==> config.mk <==
export PLATFORM = sky130hd
export DESIGN_NAME = phase_accumulator
export DESIGN_NICKNAME = d
export VERILOG_FILES = /design/src/rtl/opl2_pkg.sv /design/src/rtl/calc_phase_inc.sv /design/src/rtl/phase_accumulator.sv
export SDC_FILE = /design/constraint.sdc
export NUM_CORES = 1
export LEC_CHECK = 0
export ABC_AREA = 0
export CORE_MARGIN = 3
export CORE_UTILIZATION = 55
export DETAILED_ROUTE_END_ITERATION = 10
export PLACE_DENSITY = 0.72
export SYNTH_ARGS = -nofsm -noshare
export SYNTH_HDL_FRONTEND = slang
export SYNTH_HIERARCHICAL = 1
export SYNTH_SLANG_ARGS = --single-unit
==> constraint.sdc <==
create_clock -name clk -period 5.6 [get_ports clk]
set_clock_uncertainty 0.05 [all_clocks]
set_input_delay 1.68 -clock clk [delete_from_list [all_inputs] [get_ports clk]]
set_output_delay 1.68 -clock clk [all_outputs]
set_load 0.02 [all_outputs]
==> src/rtl/opl2_pkg.sv <==
// Shared OPL2 constants, the operator multiplier table and the phase-accumulator FSM states.
package opl2_pkg;
    localparam int NUM_OPERATORS   = 18;
    localparam int PHASE_ACC_WIDTH = 20;
    localparam int REG_FNUM_WIDTH  = 10;
    localparam int REG_BLOCK_WIDTH = 3;
    localparam int REG_MULT_WIDTH  = 4;
    localparam int VIB_VAL_WIDTH   = 3;
    localparam int OP_NUM_WIDTH    = 5;
    localparam int PHASE_OUT_WIDTH = 10;
    localparam int INC_BASE_WIDTH  = 17;
    localparam int MULT2_WIDTH     = 5;

    // Twice the real frequency multiple, so the x0.5 code stays an integer.
    localparam logic [MULT2_WIDTH-1:0] MULT2 [2**REG_MULT_WIDTH] = '{
        5'd1,  5'd2,  5'd4,  5'd6,  5'd8,  5'd10, 5'd12, 5'd14,
        5'd16, 5'd18, 5'd20, 5'd20, 5'd24, 5'd24, 5'd30, 5'd30
    };

    typedef enum logic {CLEAR, RUN} state_t;
endpackage

==> src/rtl/calc_phase_inc.sv <==
// Phase-increment pipeline: vibrato add (p1), block shift (p2), multiply (p3).
// Build option PHASE_ACC_VIB_CLAMP_EN clamps a negative fnum+vib_val to 0 instead of wrapping.
module calc_phase_inc
    import opl2_pkg::*;
(
    input  logic                              clk,
    input  logic                              i_rst,
    input  logic                              i_valid,
    input  logic [OP_NUM_WIDTH-1:0]           i_op,
    input  logic [REG_FNUM_WIDTH-1:0]         i_fnum,
    input  logic [REG_BLOCK_WIDTH-1:0]        i_block,
    input  logic [REG_MULT_WIDTH-1:0]         i_mult,
    input  logic                              i_vib,
    input  logic signed [VIB_VAL_WIDTH-1:0]   i_vib_val,
    input  logic                              i_key_on,
    output logic                              o_valid,
    output logic [OP_NUM_WIDTH-1:0]           o_op,
    output logic [PHASE_ACC_WIDTH-1:0]        o_inc,
    output logic                              o_key_on
);
    localparam int SUM_W   = REG_FNUM_WIDTH + 2;
    localparam int F_W     = REG_FNUM_WIDTH + 1;
    localparam int SHIFT_W = F_W + (2**REG_BLOCK_WIDTH) - 1;
    localparam int PROD_W  = PHASE_ACC_WIDTH + 1;

    function automatic logic [F_W-1:0] vib_add(
        input logic [REG_FNUM_WIDTH-1:0]       fnum,
        input logic                            vib,
        input logic signed [VIB_VAL_WIDTH-1:0] vib_val
    );
        logic signed [SUM_W-1:0] ofs;
        logic signed [SUM_W-1:0] sum;
        ofs = vib ? {{(SUM_W-VIB_VAL_WIDTH){vib_val[VIB_VAL_WIDTH-1]}}, vib_val} : '0;
        sum = $signed({2'b00, fnum}) + ofs;
`ifdef PHASE_ACC_VIB_CLAMP_EN
        return (sum < 0) ? '0 : F_W'(sum);
`else
        return {1'b0, REG_FNUM_WIDTH'(sum)};
`endif
    endfunction

    logic                        r_vld_p1, r_vld_p2, r_vld_p3;
    logic [OP_NUM_WIDTH-1:0]     r_op_p1, r_op_p2, r_op_p3;
    logic                        r_key_p1, r_key_p2, r_key_p3;
    logic [F_W-1:0]              r_f_p1;
    logic [REG_BLOCK_WIDTH-1:0]  r_block_p1;
    logic [REG_MULT_WIDTH-1:0]   r_mult_p1, r_mult_p2;
    logic [INC_BASE_WIDTH-1:0]   r_inc_base_p2;
    logic [PHASE_ACC_WIDTH-1:0]  r_inc_p3;

    always_ff @(posedge clk) begin
        if (i_rst) begin
            r_vld_p1 <= 1'b0;
            r_vld_p2 <= 1'b0;
            r_vld_p3 <= 1'b0;
        end else begin
            r_vld_p1 <= i_valid;
            r_vld_p2 <= r_vld_p1;
            r_vld_p3 <= r_vld_p2;
        end
    end

    // p1: vibrato add
    always_ff @(posedge clk) begin
        r_op_p1    <= i_op;
        r_key_p1   <= i_key_on;
        r_f_p1     <= vib_add(i_fnum, i_vib, i_vib_val);
        r_block_p1 <= i_block;
        r_mult_p1  <= i_mult;
    end

    // p2: octave shift, halved
    always_ff @(posedge clk) begin
        r_op_p2       <= r_op_p1;
        r_key_p2      <= r_key_p1;
        r_mult_p2     <= r_mult_p1;
        r_inc_base_p2 <= INC_BASE_WIDTH'((SHIFT_W'(r_f_p1) << r_block_p1) >> 1);
    end

    // p3: multiplier, halved to undo the doubled table
    always_ff @(posedge clk) begin
        r_op_p3  <= r_op_p2;
        r_key_p3 <= r_key_p2;
        r_inc_p3 <= PHASE_ACC_WIDTH'((PROD_W'(r_inc_base_p2) * PROD_W'(MULT2[r_mult_p2])) >> 1);
    end

    assign o_valid  = r_vld_p3;
    assign o_op     = r_op_p3;
    assign o_inc    = r_inc_p3;
    assign o_key_on = r_key_p3;
endmodule

==> src/rtl/phase_accumulator.sv <==
// Per-operator phase accumulator: increment pipeline followed by a read-modify-write of the phase RAM.
// Build option PHASE_ACC_VIB_CLAMP_EN selects clamping of negative fnum+vib_val (see calc_phase_inc).
module phase_accumulator
    import opl2_pkg::*;
(
    input  logic                             clk,
    input  logic                             reset,
    input  logic                             op_valid,
    input  logic [OP_NUM_WIDTH-1:0]          op_num,
    input  logic [REG_FNUM_WIDTH-1:0]        fnum,
    input  logic [REG_BLOCK_WIDTH-1:0]       block,
    input  logic [REG_MULT_WIDTH-1:0]        mult,
    input  logic                             vib,
    input  logic signed [VIB_VAL_WIDTH-1:0]  vib_val,
    input  logic                             key_on,
    output logic                             ready,
    output logic                             phase_valid,
    output logic [OP_NUM_WIDTH-1:0]          phase_op,
    output logic [PHASE_OUT_WIDTH-1:0]       phase
);
    localparam logic [OP_NUM_WIDTH-1:0] LAST_OP = OP_NUM_WIDTH'(NUM_OPERATORS - 1);

    state_t                      r_state, w_state_nxt;
    logic [OP_NUM_WIDTH-1:0]     r_clr_cnt, w_clr_cnt_nxt;
    logic [PHASE_ACC_WIDTH-1:0]  r_acc [NUM_OPERATORS];
    logic                        r_key_prev [NUM_OPERATORS];

    logic                        w_in_valid;
    logic                        w_vld_p3;
    logic [OP_NUM_WIDTH-1:0]     w_op_p3;
    logic [PHASE_ACC_WIDTH-1:0]  w_inc_p3;
    logic                        w_key_p3;
    logic                        w_slot_ok;
    logic [OP_NUM_WIDTH-1:0]     w_idx;
    logic                        w_key_rise;
    logic [PHASE_ACC_WIDTH-1:0]  w_acc_new;

    assign ready      = (r_state == RUN);
    assign w_in_valid = op_valid && ready;

    calc_phase_inc u_calc_phase_inc (
        .clk       (clk),
        .i_rst     (reset),
        .i_valid   (w_in_valid),
        .i_op      (op_num),
        .i_fnum    (fnum),
        .i_block   (block),
        .i_mult    (mult),
        .i_vib     (vib),
        .i_vib_val (vib_val),
        .i_key_on  (key_on),
        .o_valid   (w_vld_p3),
        .o_op      (w_op_p3),
        .o_inc     (w_inc_p3),
        .o_key_on  (w_key_p3)
    );

    always_ff @(posedge clk) begin
        if (reset) begin
            r_state   <= CLEAR;
            r_clr_cnt <= '0;
        end else begin
            r_state   <= w_state_nxt;
            r_clr_cnt <= w_clr_cnt_nxt;
        end
    end

    always_comb begin
        w_state_nxt   = r_state;
        w_clr_cnt_nxt = r_clr_cnt;
        case (r_state)
            CLEAR: begin
                if (r_clr_cnt == LAST_OP) begin
                    w_state_nxt   = RUN;
                    w_clr_cnt_nxt = '0;
                end else begin
                    w_clr_cnt_nxt = r_clr_cnt + OP_NUM_WIDTH'(1);
                end
            end
            RUN:     w_state_nxt = RUN;
            default: w_state_nxt = CLEAR;
        endcase
    end

    // p4: the RAM is read combinationally and written on the same edge that registers the
    // result, so a following slot for the same operator always sees the freshest value.
    assign w_slot_ok  = (w_op_p3 <= LAST_OP);
    assign w_idx      = w_slot_ok ? w_op_p3 : '0;
    assign w_key_rise = w_key_p3 && !r_key_prev[w_idx];
    assign w_acc_new  = w_key_rise ? '0 : (r_acc[w_idx] + w_inc_p3);

    always_ff @(posedge clk) begin
        if (r_state == CLEAR) begin
            r_acc[r_clr_cnt]      <= '0;
            r_key_prev[r_clr_cnt] <= 1'b0;
        end else if (!reset && w_vld_p3 && w_slot_ok) begin
            r_acc[w_idx]      <= w_acc_new;
            r_key_prev[w_idx] <= w_key_p3;
        end
    end

    always_ff @(posedge clk) begin
        if (reset) begin
            phase_valid <= 1'b0;
            phase_op    <= '0;
            phase       <= '0;
        end else begin
            phase_valid <= w_vld_p3;
            if (w_vld_p3) begin
                phase_op <= w_op_p3;
                phase    <= w_slot_ok ? PHASE_OUT_WIDTH'(w_acc_new >> (PHASE_ACC_WIDTH - PHASE_OUT_WIDTH)) : '0;
            end
        end
    end
endmodule

==> results.md <==
- The flow ran to the end, and the final reports show no timing, DRC or antenna violations.
- The initial antenna violation count was 0.
- The post-placement setup slack is 386.9 ps.
- The critical-path maximum fanout is 23.
- Leaving out fill and tap cells, the most frequent cells in the layout are edfxtp_1, nand2_1, dfxtp_1.
- The total power draw is 9.066 mW.
- The count of TritonRoute iterations in the first routing pass is 5.
- The minimum setup slack in the final design is 478.0 ps.
- In this run, distinct cell masters in the synthesized netlist total 80.
- The final layout contains 1751 nets.
- The initial utilization of the core area, before any placement, comes to 0.5585.
- The vias after detailed routing is 13110.
- The cell at the slowest stage of the critical path is nor2_1.
- The count of port buffers added during placement is 46.
- The post-CTS setup-driven buffer insertion count is 0.
- In this run the vertical extent of the chip is 204.3 um.
- The worst endpoint data arrival time is 5320 ps.
- The estimated wirelength of the detail-placed design is 32380 um.
- At the later pin of the worst-skew pair, clock insertion delay measures 590 ps.
- The largest incremental delay on the critical path is 740 ps.
- For this run, the top clock speed supported by timing is 195.2 MHz.
- Setup violations remaining at the end of the flow were counted as 0.
- Sorting the synthesized cells by area gives the leading types as edfxtp_1, dfxtp_1, mux4_2.
- Counting the fill cells in the layout gives 2844.
- Data on the critical path is required at its endpoint by 5800 ps.
- The cell taking the most area after synthesis is edfxtp_1.
- The antenna diode count is 0.
- The die footprint is 41750 um2.
- The via count of the first global-routing pass is 13350.
- The post-layout minimum cycle time is 5122 ps.
- In the synthesized netlist the dominant register cell turns out to be edfxtp_1.
- In the final routed layout, each cell accounts on average for 23.39 um.
- The number of vias per cell after detailed routing is 6.034.
- The final antenna-violating net count is 0.
- TritonCTS built the clock tree.
- The period utilization is 0.9146.
- The signed area change from the synthesized netlist to the final layout is 13.89%.
- The root buffer cell chosen for the clock tree is clkbuf_16.
- The DRC violation count after routing is 0.
- In this run the deepest clock path goes through 3 buffers.
- The number of nets produced by synthesis is 1666.
- The cell area that synthesis handed to floorplanning was 21630 um2.
- The number of slew-limit violations in the final report came to 0.
- The kind of end point of the critical path is a flop.
- At the pin with the least slew margin, the transition time is 1163 ps.
- The first routing iteration left 1092 violations.
- The hold violation count in the final report is 0.
- The path class of the lowest-slack min-delay path is reg -> reg.
- The fraction of synthesized cell area taken by the top area cell type is 0.5247.
- After global routing the overflow that remains totals 0.
- The die is 204.3 um wide.
- Clock-pin slew was measured on the worst setup and hold paths at 60 ps.
- Row generation in the floorplan step produced 72 rows.
- The number of cells produced by synthesis is 1531.
- The library cell used most frequently in the layout, excluding fill and tap cells, is edfxtp_1.
- During I/O placement, the number of pins put on the boundary was 47.
- The congestion estimate from routability-driven global placement came to 0.8775.
- The total power divided by cell area is 368.0 nW/um2.
- The count of max-cap constraint violations is 0.
- The yosys synthesis warning count is 6.
- In this run, synthesis inferred 378 flip-flops with an integrated enable.
- Of the cells placed in the final design, the portion with a size suffix greater than 1 is 0.1553.
- The number of clock buffers added by TritonCTS is 48.
- Entering global routing, the biggest net connects 51 pins.
- The global-route wire length before repair is 78330 um.
- The signal on the critical path passes through nor2b_4 -> buf_12 -> buf_4 -> mux4_2 -> a221oi_1 -> a31oi_1 -> nand2_1 -> o21ai_0 -> ha_1 -> nand3b_1 -> a21oi_1 -> o21ai_0 -> o31ai_1 -> buf_4 -> a31oi_1 -> xor2_1 -> nor2_1.
- In this run the tightest slew margin relative to its limit is 0.2216.
- The core region is 38740 um2.
- The leakage power summed over all cells is 9.304 nW.
- The number of levels the H-tree was split into is 2.
- The count of clock tree sinks is 478.
- Summed over all layers, the routed wires come to 50840 um.
- Setup repair after global routing left no endpoint under its margin.
- Counting flops with an async set or reset pin after synthesis yields a share of 0.
- The number of storage elements in the synthesis netlist is 478.
- The all-layer global routing usage is 0.2499.
- The share of the yosys chip area belonging to registers is 0.6172.
- The worst setup path is of the reg -> reg kind.
- The worst setup path is launched from a flop.
- The accumulated negative setup slack is 0 ps.
- Dividing the synthesized area by the synthesized cell count gives 14.13 um2.
- IR analysis of the VDD net gives a maximum drop of 0.0002236 V.
cells by family (layout without fill, tap and decap cells):
family                     Yosys count  count (layout)  synth area share
xor gates and xnor gates            37              37           0.01498
buffers and inverters              144             268           0.02874
AOI/OAI and AO/OA                  267             267           0.08045
DFF                                478             478            0.6172
and+or+nand+nor                    385             385           0.08970
adders and majority gates          105             105           0.07599
muxes                              115             115           0.09294
cell usage after synthesis (3+ instances only):
cell	count
o31ai_1	3
mux2_2	7
buf_2	20
mux4_2	68
a22o_1	7
o211ai_1	6
nor3b_1	6
buf_6	3
nor4_1	6
nor3_1	16
xor2_1	13
ha_1	61
nor2_1	72
nand3_1	28
a21o_1	19
fa_1	44
and2_1	55
clkbuf_1	36
nand2_1	115
a221oi_1	17
or4_1	5
buf_1	3
a31oi_1	18
a211oi_1	11
edfxtp_1	378
and3_1	12
o22ai_1	3
buf_4	9
a311oi_1	10
inv_1	70
nor2b_1	38
o21a_1	7
o21ai_0	56
dfxtp_1	100
a21oi_1	81
or2_2	4
xnor2_1	24
mux2i_1	40
nand2b_1	10
repair_timing:
action | in CTS | in global routing
hold buffers | 0 | 0
endpoints found under the setup margin | 0 | 54
resized for setup | 0 | 3
layer usage:
metal,global-route usage,share of wire
met5,0,0
met2,0.4173,0.49
met1,0.3223,0.39
met3,0.05733,0.083
met4,0.09314,0.036
final timing paths:
kind | start | endpoint | slack (ps) | cells past startpoint
max reg2reg | u_calc_phase_inc/o_op[4]$_DFF_P_ | r_acc[15][18]$_DFFE_PP_ | 480 | 17
min reg2reg | u_calc_phase_inc/r_mult_p1[3]$_DFF_P_ | u_calc_phase_inc/r_mult_p2[3]$_DFF_P_ | 270 | 0
max | u_calc_phase_inc/o_op[4]$_DFF_P_ | r_acc[15][18]$_DFFE_PP_ | 480 | 17
min | u_calc_phase_inc/r_mult_p1[3]$_DFF_P_ | u_calc_phase_inc/r_mult_p2[3]$_DFF_P_ | 270 | 0
worst max-delay path, delay by kind of cell (launching register included):
kind	cells	cell delay (ps)
xor gates and xnor gates	1	160
AOI/OAI and AO/OA	7	1400
and+or+nand+nor	4	1140
DFF	1	470
muxes	1	510
adders and majority gates	1	350
buffers and inverters	3	660
cell type report:
type	count	area, um2	share of cell area
Clock inverter	27	271.5	0.01102
Sequential cell	478	13350	0.5420
Tap cell	518	648.1	0.02631
Multi-Input combinational cell	909	7731	0.3138
Clock buffer	62	1349	0.05474
Inverter	73	274.0	0.01112
Timing Repair Buffer	106	1011	0.04103
flip-flops by register name, summed over array words and instances (netlist names), 10 cells and up:
| signal | cells |
|---|---|
| r_acc | 360 |
| u_calc_phase_inc/o_inc | 20 |
| r_key_prev | 18 |
| u_calc_phase_inc/r_inc_base_p2 | 16 |
| phase | 10 |
| u_calc_phase_inc/r_f_p1 | 10 |
power by group:
part / total [mW] / switching [mW] / leakage (nW) / internal [mW]
Sequential: 4.06 / 0.120 / 4.61 / 3.94
Combinational: 1.76 / 1.02 / 3.88 / 0.741
Clock: 3.24 / 1.34 / 0.813 / 1.90
stage by stage:
step | std cells | utilization | area (um2) | hold slack [ps]
floorplan | 1531 | - | 21630 | 259.6
global placement | 2084 | 0.5940 | 23010 | 260.6
detailed placement | 2084 | 0.5940 | 23010 | 262.1
CTS | 2173 | 0.6359 | 24630 | 274.9
global route | 2173 | 0.6360 | 24640 | 281.5
finish | 2173 | 0.6360 | 24640 | 274.0
(Power assumes the default switching activity.)
